File: config.mk
export PLATFORM = sky130hd
export DESIGN_NAME = imem_loader_flat
export DESIGN_NICKNAME = d
export VERILOG_FILES = /design/src/rtl/imem_pkg.sv /design/src/rtl/imem_loader_if.sv /design/src/rtl/imem_word_packer.sv /design/src/rtl/imem_loader.sv /design/src/flat_wrapper.sv
export SDC_FILE = /design/constraint.sdc
export NUM_CORES = 1
export LEC_CHECK = 0
export CAP_MARGIN = 5
export CORE_UTILIZATION = 30
export DETAILED_ROUTE_END_ITERATION = 10
export PLACE_DENSITY = 0.49
export SYNTH_ARGS = -nofsm -noshare
export SYNTH_HDL_FRONTEND = slang
export SYNTH_SLANG_ARGS = --single-unit
File: constraint.sdc
create_clock -name clk -period 5.55 [get_ports clk]
set_input_delay 1.11 -clock clk [delete_from_list [all_inputs] [get_ports clk]]
set_output_delay 1.11 -clock clk [all_outputs]
set_load 0.02 [all_outputs]
File: src/rtl/imem_pkg.sv
`default_nettype none
// +----------------------------------------------------------------------+
// | imem_pkg : shared types and constants for the instruction loader     |
// | rev 1.0                                                              |
// +----------------------------------------------------------------------+
package imem_pkg;

  localparam int HDR_LEN = 2;
  localparam int INSTR_W = 32;

  typedef enum logic [2:0] {
    ST_IDLE   = 3'd0,
    ST_LEN_LO = 3'd1,
    ST_LEN_HI = 3'd2,
    ST_DATA   = 3'd3,
`ifdef IMEM_LOADER_CHECKSUM_EN
    ST_CHECK  = 3'd4,
`endif
    ST_FIN    = 3'd5
  } state_e;

endpackage
`default_nettype wire

File: src/rtl/imem_loader_if.sv
`default_nettype none
// +----------------------------------------------------------------------+
// | imem_loader_if : byte-stream input and instruction-memory write port |
// | rev 1.0                                                              |
// +----------------------------------------------------------------------+
interface imem_loader_if #(
  parameter int ADDR_WIDTH = 8
);
  import imem_pkg::*;

  logic                  byte_valid;
  logic [7:0]            byte_data;
  logic                  byte_ready;
  logic                  wr_en;
  logic [ADDR_WIDTH-1:0] wr_addr;
  logic [INSTR_W-1:0]    wr_data;

  modport master (
    output byte_valid, byte_data,
    input  byte_ready, wr_en, wr_addr, wr_data
  );

  modport slave (
    input  byte_valid, byte_data,
    output byte_ready, wr_en, wr_addr, wr_data
  );

endinterface
`default_nettype wire

File: src/rtl/imem_word_packer.sv
`default_nettype none
// +----------------------------------------------------------------------+
// | imem_word_packer : little-endian byte-to-word assembly               |
// | rev 1.0                                                              |
// +----------------------------------------------------------------------+
module imem_word_packer
  import imem_pkg::*;
(
  input  logic               clk,
  input  logic               rst_n,
  input  logic               clear,
  input  logic               byte_en,
  input  logic [7:0]         byte_data,
  output logic               word_valid,
  output logic [INSTR_W-1:0] word
);

  logic [1:0]         lane_q, lane_d;
  logic [INSTR_W-1:0] asm_q, asm_d;

  always_comb begin
    lane_d = lane_q;
    asm_d  = asm_q;
    if (clear) begin
      lane_d = '0;
      asm_d  = '0;
    end else if (byte_en) begin
      asm_d[{lane_q, 3'b000} +: 8] = byte_data;
      lane_d = lane_q + 2'd1;
    end
  end

  // The completed word is taken from the next-value path so the write
  // port can register it on the same edge that accepts the 4th byte.
  assign word_valid = byte_en && !clear && (lane_q == 2'd3);
  assign word       = asm_d;

  always_ff @(posedge clk or negedge rst_n) begin
    if (!rst_n) begin
      lane_q <= '0;
      asm_q  <= '0;
    end else begin
      lane_q <= lane_d;
      asm_q  <= asm_d;
    end
  end

endmodule
`default_nettype wire

File: src/rtl/imem_loader.sv
`default_nettype none
// +----------------------------------------------------------------------+
// | imem_loader : boot-time instruction memory writer with core reset    |
// | hold; trailing XOR checksum byte when IMEM_LOADER_CHECKSUM_EN.       |
// | rev 1.0                                                              |
// +----------------------------------------------------------------------+
module imem_loader
  import imem_pkg::*;
#(
  parameter int XLEN       = 32,
  parameter int ADDR_WIDTH = 8
) (
  input  logic          clk,
  input  logic          rst_n,
  input  logic          start,
  imem_loader_if.slave  bus,
  output logic          busy,
  output logic          done,
  output logic          err,
  output logic          cpu_rst_n
);

  localparam logic [16:0]           DEPTH    = 17'd1 << ADDR_WIDTH;
  localparam logic [ADDR_WIDTH-1:0] ADDR_MAX = {ADDR_WIDTH{1'b1}};
`ifdef IMEM_LOADER_CHECKSUM_EN
  localparam state_e ST_TAIL = ST_CHECK;
`else
  localparam state_e ST_TAIL = ST_FIN;
`endif

  state_e                state_q, state_d;
  logic [15:0]           len_q, len_d;
  logic [15:0]           word_cnt_q, word_cnt_d;
  logic                  wr_en_q, wr_en_d;
  logic [ADDR_WIDTH-1:0] wr_addr_q, wr_addr_d;
  logic [XLEN-1:0]       wr_data_q, wr_data_d;
  logic                  done_q, done_d;
  logic                  err_q, err_d;
  logic                  cpu_rst_n_q, cpu_rst_n_d;

  logic               ready;
  logic               accept;
  logic               start_ok;
  logic               word_valid;
  logic [INSTR_W-1:0] packed_word;
  logic               last_word;
  logic               in_range;
  logic               ck_bad;
  logic               fin_err;

  always_comb begin
    ready = 1'b0;
    case (state_q)
      ST_LEN_LO, ST_LEN_HI, ST_DATA: ready = 1'b1;
`ifdef IMEM_LOADER_CHECKSUM_EN
      ST_CHECK:                      ready = 1'b1;
`endif
      default:                       ready = 1'b0;
    endcase
  end

  assign accept    = bus.byte_valid && ready;
  assign start_ok  = start && ((state_q == ST_IDLE) || (state_q == ST_FIN));
  assign last_word = ({1'b0, word_cnt_q} + 17'd1) == {1'b0, len_q};
  assign in_range  = {1'b0, word_cnt_q} < DEPTH;

  imem_word_packer u_packer (
    .clk        (clk),
    .rst_n      (rst_n),
    .clear      (start_ok),
    .byte_en    (accept && (state_q == ST_DATA)),
    .byte_data  (bus.byte_data),
    .word_valid (word_valid),
    .word       (packed_word)
  );

`ifdef IMEM_LOADER_CHECKSUM_EN
  logic [7:0] xor_q, xor_d;

  always_comb begin
    xor_d  = xor_q;
    ck_bad = 1'b0;
    if (start_ok) begin
      xor_d = '0;
    end else if (accept && (state_q != ST_CHECK)) begin
      xor_d = xor_q ^ bus.byte_data;
    end
    if (accept && (state_q == ST_CHECK)) begin
      ck_bad = (bus.byte_data != xor_q);
    end
  end

  always_ff @(posedge clk or negedge rst_n) begin
    if (!rst_n) xor_q <= '0;
    else        xor_q <= xor_d;
  end
`else
  assign ck_bad = 1'b0;
`endif

  always_comb begin
    state_d     = state_q;
    len_d       = len_q;
    word_cnt_d  = word_cnt_q;
    wr_en_d     = 1'b0;
    wr_addr_d   = wr_addr_q;
    wr_data_d   = wr_data_q;
    done_d      = done_q;
    err_d       = err_q;
    cpu_rst_n_d = cpu_rst_n_q;
    fin_err     = 1'b0;

    // Address saturates at the top of memory; overflow words are dropped.
    if (wr_en_q && (wr_addr_q != ADDR_MAX)) wr_addr_d = wr_addr_q + ADDR_WIDTH'(1);
    if (word_valid && in_range) begin
      wr_en_d   = 1'b1;
      wr_data_d = packed_word;
    end

    case (state_q)
      ST_IDLE, ST_FIN: begin
        if (start_ok) begin
          state_d     = ST_LEN_LO;
          len_d       = '0;
          word_cnt_d  = '0;
          wr_addr_d   = '0;
          done_d      = 1'b0;
          err_d       = 1'b0;
          cpu_rst_n_d = 1'b0;
        end
      end
      ST_LEN_LO: begin
        if (accept) begin
          len_d[7:0] = bus.byte_data;
          state_d    = ST_LEN_HI;
        end
      end
      ST_LEN_HI: begin
        if (accept) begin
          len_d[15:8] = bus.byte_data;
          state_d     = (len_d == 16'd0) ? ST_TAIL : ST_DATA;
        end
      end
      ST_DATA: begin
        if (word_valid) begin
          word_cnt_d = word_cnt_q + 16'd1;
          if (last_word) state_d = ST_TAIL;
        end
      end
`ifdef IMEM_LOADER_CHECKSUM_EN
      ST_CHECK: begin
        if (accept) state_d = ST_FIN;
      end
`endif
      default: state_d = ST_IDLE;
    endcase

    if ((state_d == ST_FIN) && (state_q != ST_FIN)) begin
      fin_err     = ({1'b0, len_d} > DEPTH) || ck_bad;
      done_d      = 1'b1;
      err_d       = fin_err;
      cpu_rst_n_d = !fin_err;
    end
  end

  always_ff @(posedge clk or negedge rst_n) begin
    if (!rst_n) begin
      state_q     <= ST_IDLE;
      len_q       <= '0;
      word_cnt_q  <= '0;
      wr_en_q     <= 1'b0;
      wr_addr_q   <= '0;
      wr_data_q   <= '0;
      done_q      <= 1'b0;
      err_q       <= 1'b0;
      cpu_rst_n_q <= 1'b0;
    end else begin
      state_q     <= state_d;
      len_q       <= len_d;
      word_cnt_q  <= word_cnt_d;
      wr_en_q     <= wr_en_d;
      wr_addr_q   <= wr_addr_d;
      wr_data_q   <= wr_data_d;
      done_q      <= done_d;
      err_q       <= err_d;
      cpu_rst_n_q <= cpu_rst_n_d;
    end
  end

  assign bus.byte_ready = ready;
  assign bus.wr_en      = wr_en_q;
  assign bus.wr_addr    = wr_addr_q;
  assign bus.wr_data    = wr_data_q;
  assign busy           = ready;
  assign done           = done_q;
  assign err            = err_q;
  assign cpu_rst_n      = cpu_rst_n_q;

endmodule
`default_nettype wire

File: src/flat_wrapper.sv
// flat-port wrapper written by rule: the top's interface ports become plain ports
module imem_loader_flat import imem_pkg::*;
#(
  parameter int XLEN       = 32,
  parameter int ADDR_WIDTH = 8
)
  (clk, rst_n, start, busy, done, err, cpu_rst_n, bus_byte_valid, bus_byte_data, bus_byte_ready, bus_wr_en, bus_wr_addr, bus_wr_data);
  imem_loader_if #(.ADDR_WIDTH(ADDR_WIDTH)) bus_i ();
  input  logic clk;
  input  logic rst_n;
  input  logic start;
  output logic busy;
  output logic done;
  output logic err;
  output logic cpu_rst_n;
  input wire logic [$bits(bus_i.byte_valid)-1:0] bus_byte_valid;
  input wire logic [$bits(bus_i.byte_data)-1:0] bus_byte_data;
  output wire logic [$bits(bus_i.byte_ready)-1:0] bus_byte_ready;
  output wire logic [$bits(bus_i.wr_en)-1:0] bus_wr_en;
  output wire logic [$bits(bus_i.wr_addr)-1:0] bus_wr_addr;
  output wire logic [$bits(bus_i.wr_data)-1:0] bus_wr_data;
  assign bus_i.byte_valid = bus_byte_valid;
  assign bus_i.byte_data = bus_byte_data;
  assign bus_byte_ready = bus_i.byte_ready;
  assign bus_wr_en = bus_i.wr_en;
  assign bus_wr_addr = bus_i.wr_addr;
  assign bus_wr_data = bus_i.wr_data;
  imem_loader #(.XLEN(XLEN), .ADDR_WIDTH(ADDR_WIDTH)) u_core (.clk(clk), .rst_n(rst_n), .start(start), .bus(bus_i), .busy(busy), .done(done), .err(err), .cpu_rst_n(cpu_rst_n));
endmodule
==> impl_summary.md <==
Status
The flow ran to the end, and the final reports show no timing, DRC or antenna violations.

Logic synthesis
The dominant synthesized flop cell is sky130_fd_sc_hd__dfrtp_1. The synthesized area is 5540 um^2. The net count after synthesis is 621. The synthesized design contains 0 enable-type register cells. The instance count of the mapped netlist is 602. Counting flops and latches in the post-synthesis netlist gives 113. In the post-synthesis netlist, the biggest area contributors are sky130_fd_sc_hd__dfrtp_1 51%, sky130_fd_sc_hd__nand2_1 8.3%, sky130_fd_sc_hd__o21ai_0 5.8%. Of the synthesized area, sequential elements account for 0.511. The synthesized design spends more area on one cell type than any other, namely sky130_fd_sc_hd__dfrtp_1.

Yosys printed 0 warnings. A synthesized cell averages 9.20 um^2. Of the post-synthesis cell area, the dominant cell type holds 0.511. The post-synthesis async set-or-reset flop share is 1.00.

Sorting the synthesized cells by how often they occur yields 122 x sky130_fd_sc_hd__nand2_1, 113 x sky130_fd_sc_hd__dfrtp_1, 64 x sky130_fd_sc_hd__o21ai_0, 49 x sky130_fd_sc_hd__nor2_1, 34 x sky130_fd_sc_hd__a21oi_1. The count of cell types in the netlist is 55. By instance count, the leading cell after synthesis is sky130_fd_sc_hd__nand2_1.

Final layout
The area added between synthesis and finish is 24.2%. The finished cells cover 6880 um^2. The repair_antennas step left the layout with diodes totalling 0. Measured on the finished design, the core utilization comes to 0.382.

Across the whole layout, storage elements account for 2830 um^2. The filler cell count in the final layout is 1,804. The share of cells above drive strength 1 is 0.0816.

The area of the multi-input gates is 2530 um^2. At the end of the flow, the number of nets in the layout was 668.

Setup path
The startpoint identified for the worst register-to-register timing path is u_core.word_cnt_q[0]. The timing endpoint of the critical path is u_core.err. STA classifies the critical path startpoint as an input pin. The worst reg-to-reg path cell count is 8. The worst stage delay on the critical path is 550 ps. The critical path starts at bus_byte_valid. The critical path goes through clkdlybuf4s50_1 > nor2b_1 > nand3_1 > buf_4 > nor4_1 > nand4_1 > nor4_4 > a21oi_2 > mux2_4.

The arrival time of the worst setup path is 3610 ps. The worst reg-to-reg setup slack is 2670 ps. The worst setup path is captured at a register. Among all stages on the critical path, the largest delay is contributed by sky130_fd_sc_hd__clkdlybuf4s50_1.

The reg-to-reg critical path endpoint is u_core.err. The largest fanout on the critical path is 21. The critical path required time is 5850 ps. The critical path is of the in -> reg type.

Clock tree
The number of setup buffers added after CTS is 0. In this run, post-CTS repair resized a total of 0 instances. The H-tree was split into 4 levels. The TritonCTS clock tree is built. The number of hold buffers added after CTS was 0.

The maximum buffer depth of the clock tree is 2. The number of clock buffers inserted by TritonCTS is 17. In this run the clock root is driven by a sky130_fd_sc_hd__clkbuf_16. The later pin in the worst-skew pair is clocked with a latency of 410 ps. After clock tree synthesis, the clock-pin slew on the worst setup and hold paths is 50 ps. Counting every sink on the clock net gives 113.

Drt
For this run, the detailed router's first-pass iteration total came to 4. Dividing the detail-routed wire length by the instance count gives 16.5 um. In the routed design, unresolved DRC markers number 0.

In this run, the number of DRC markers left after iteration 0 of detailed routing was 341. The final route contains 4,580 vias. In this run the remaining antenna-violating nets after routing total 0. Summed over all layers, the routed wires come to 14.7 mm.

After detailed routing, the number of vias per cell comes to 5.14.

Floorplan
In this run the count of I/O pins placed on the die edge is 58. The total die area is 19,000 um^2. The row count is 49. For this configuration, the core starts out at a cell density of 0.307. The core box area is 18,000 um^2. The die is 138 um tall.

The die is 138 um wide.

Global routing
The first global-routing pass estimated 23.4 mm of wire. The number of global-route vias before repair is 4,351. The pin count of the biggest net entering global routing is 75. Across every metal layer, demand over resource in global routing totals 0.163. For this run the aggregate overflow at the end of global routing stands at 0. The initial antenna violation count is 0.

STA
The max-slew violation count is 0. After routing, the total negative slack on setup checks comes to 0 ps. The highest achievable clock rate is 302 MHz. The part of the cycle the worst path needs is 0.597. The hold violation total from the final report came to 0.

The final number of setup-violating endpoints is 0. For the pin with the worst max-slew slack, the measured transition is 973 ps. Headroom to the max-slew limit came out at 0.352. The final period demand of the worst path is 3310 ps.

The clock tree skew after final layout is 7.07 ps. Setup repair after global routing left no endpoint under its margin.

Power
For this design the static power due to leakage is 3.06 nW. Across the VDD grid, the largest voltage drop is 0.341 mV. The power density over cell area is 419 nW/um^2.

Placed design
The count of buffers added on input and output ports is 57. The placement-stage cell area is 6290 um^2. The congestion estimate from routability-driven global placement came to 0.830. The HPWL after detailed placement is 9.71 mm.

Worst hold path
The min-delay analysis places its worst path in the category reg -> reg.

Run
Across the run, the number of max-cap violations was 0.
-- worst min-delay path by stage --
stage	from	end	cells after the start
floorplan	u_core.u_packer.asm_q[24]	u_core.u_packer.asm_q[24]	1
global placement	u_core.bus.wr_data[10]	u_core.bus.wr_data[10]	2
detailed placement	u_core.bus.wr_data[31]	u_core.bus.wr_data[31]	2
CTS	u_core.bus.wr_data[2]	u_core.bus.wr_data[2]	2
global route	u_core.bus.wr_data[10]	u_core.bus.wr_data[10]	2
finish	u_core.bus.wr_data[2]	u_core.bus.wr_data[2]	2
-- per-layer routing --
metal / vias to the layer above / routed length [um] / GRT usage
li1: 2188 / - / -
met1: 2266 / 7050 / 0.226
met2: 115 / 6800 / 0.251
met3: 11 / 690 / 0.0380
met4: 0 / 144 / 0.0501
met5: - / 0 / 0
-- kinds of logic (layout without fill, tap and decap cells) --
logic type | after synthesis | in the layout | synth area share
fa+ha+maj | 7 | 7 | 0.0158
mux | 3 | 3 | 0.00633
simple gates | 278 | 278 | 0.247
xor+xnor | 28 | 28 | 0.0493
compound gates | 130 | 130 | 0.137
flops | 113 | 113 | 0.511
buf+inv | 43 | 103 | 0.0346
-- critical path: cells and delay by family --
kind	cells	cell delay, ps
muxes	1	320
AOI/OAI and AO/OA	1	150
buffers and inverters	2	790
and+or+nand+nor	5	1220
-- area by class of cell --
cell class / count / share of cell area
well taps: 229 / 0.0417
clock buffers: 19 / 0.0659
clock inverters: 13 / 0.0196
inverters: 8 / 0.00437
multi-input cells: 446 / 0.368
repair buffers: 63 / 0.0891
flip-flops and latches: 113 / 0.411
-- report_power, final --
group          total (mW)  switching [mW]  internal (mW)
Combinational       0.721           0.432          0.288
Clock                1.08           0.397          0.682
Sequential           1.08           0.126          0.955
Total                2.88           0.954           1.93
-- flip-flops by register name (all words and copies together), names as in the netlist --
name,count
u_core.bus.wr_en,1
u_core.u_packer.asm_q,32
u_core.cpu_rst_n,1
u_core.u_packer.lane_q,2
u_core.word_cnt_q,16
u_core.bus.wr_addr,8
u_core.done,1
u_core.state_q,3
u_core.bus.wr_data,32
u_core.len_q,16
u_core.err,1
-- cells in the final DEF, fill, tap and decap left out, types with 2 or more instances in the layout --
cell type / synthesis / layout
sky130_fd_sc_hd__o21ai_0: 64 / 64
sky130_fd_sc_hd__inv_1: 8 / 8
sky130_fd_sc_hd__nand3_2: 1 / 2
sky130_fd_sc_hd__nand2_1: 122 / 122
sky130_fd_sc_hd__nor4b_1: 2 / 2
sky130_fd_sc_hd__or3_1: 3 / 3
sky130_fd_sc_hd__o41ai_1: 2 / 2
sky130_fd_sc_hd__nor3_1: 8 / 8
sky130_fd_sc_hd__clkinvlp_4: 0 / 5
sky130_fd_sc_hd__a21oi_1: 34 / 34
sky130_fd_sc_hd__nand4_1: 8 / 8
sky130_fd_sc_hd__xnor2_1: 17 / 17
sky130_fd_sc_hd__inv_6: 0 / 2
sky130_fd_sc_hd__nor2_1: 49 / 48
sky130_fd_sc_hd__and2_1: 6 / 6
sky130_fd_sc_hd__dfrtp_1: 113 / 113
sky130_fd_sc_hd__o31ai_1: 6 / 6
sky130_fd_sc_hd__clkdlybuf4s50_1: 0 / 56
sky130_fd_sc_hd__xor2_1: 9 / 9
sky130_fd_sc_hd__or4_1: 2 / 2
sky130_fd_sc_hd__nand3_1: 12 / 11
sky130_fd_sc_hd__nor4_1: 11 / 11
sky130_fd_sc_hd__a22o_1: 9 / 9
sky130_fd_sc_hd__clkinv_2: 0 / 4
sky130_fd_sc_hd__bufinv_16: 0 / 2
sky130_fd_sc_hd__a31oi_1: 4 / 4
sky130_fd_sc_hd__ha_1: 7 / 7
sky130_fd_sc_hd__clkbuf_8: 0 / 2
sky130_fd_sc_hd__xnor3_1: 2 / 2
sky130_fd_sc_hd__and4_1: 2 / 2
sky130_fd_sc_hd__mux2i_1: 2 / 2
sky130_fd_sc_hd__buf_4: 6 / 7
sky130_fd_sc_hd__clkbuf_16: 0 / 17
sky130_fd_sc_hd__and3_1: 27 / 27
sky130_fd_sc_hd__nand2b_1: 5 / 5
sky130_fd_sc_hd__nor2b_1: 4 / 4
sky130_fd_sc_hd__nor3b_1: 6 / 6
-- per-stage QoR --
step                setup WS (ps)  instances  hold slack (ps)  total power [mW]
finish                       2240        891              476              2.88
CTS                          2270        891              483              2.91
floorplan                    2840        602              465              1.56
detailed placement           1840        859              462              1.81
global placement             1890        859              456              1.80
global route                 1940        891              504              3.04
Power figures use the tool's default switching activity.
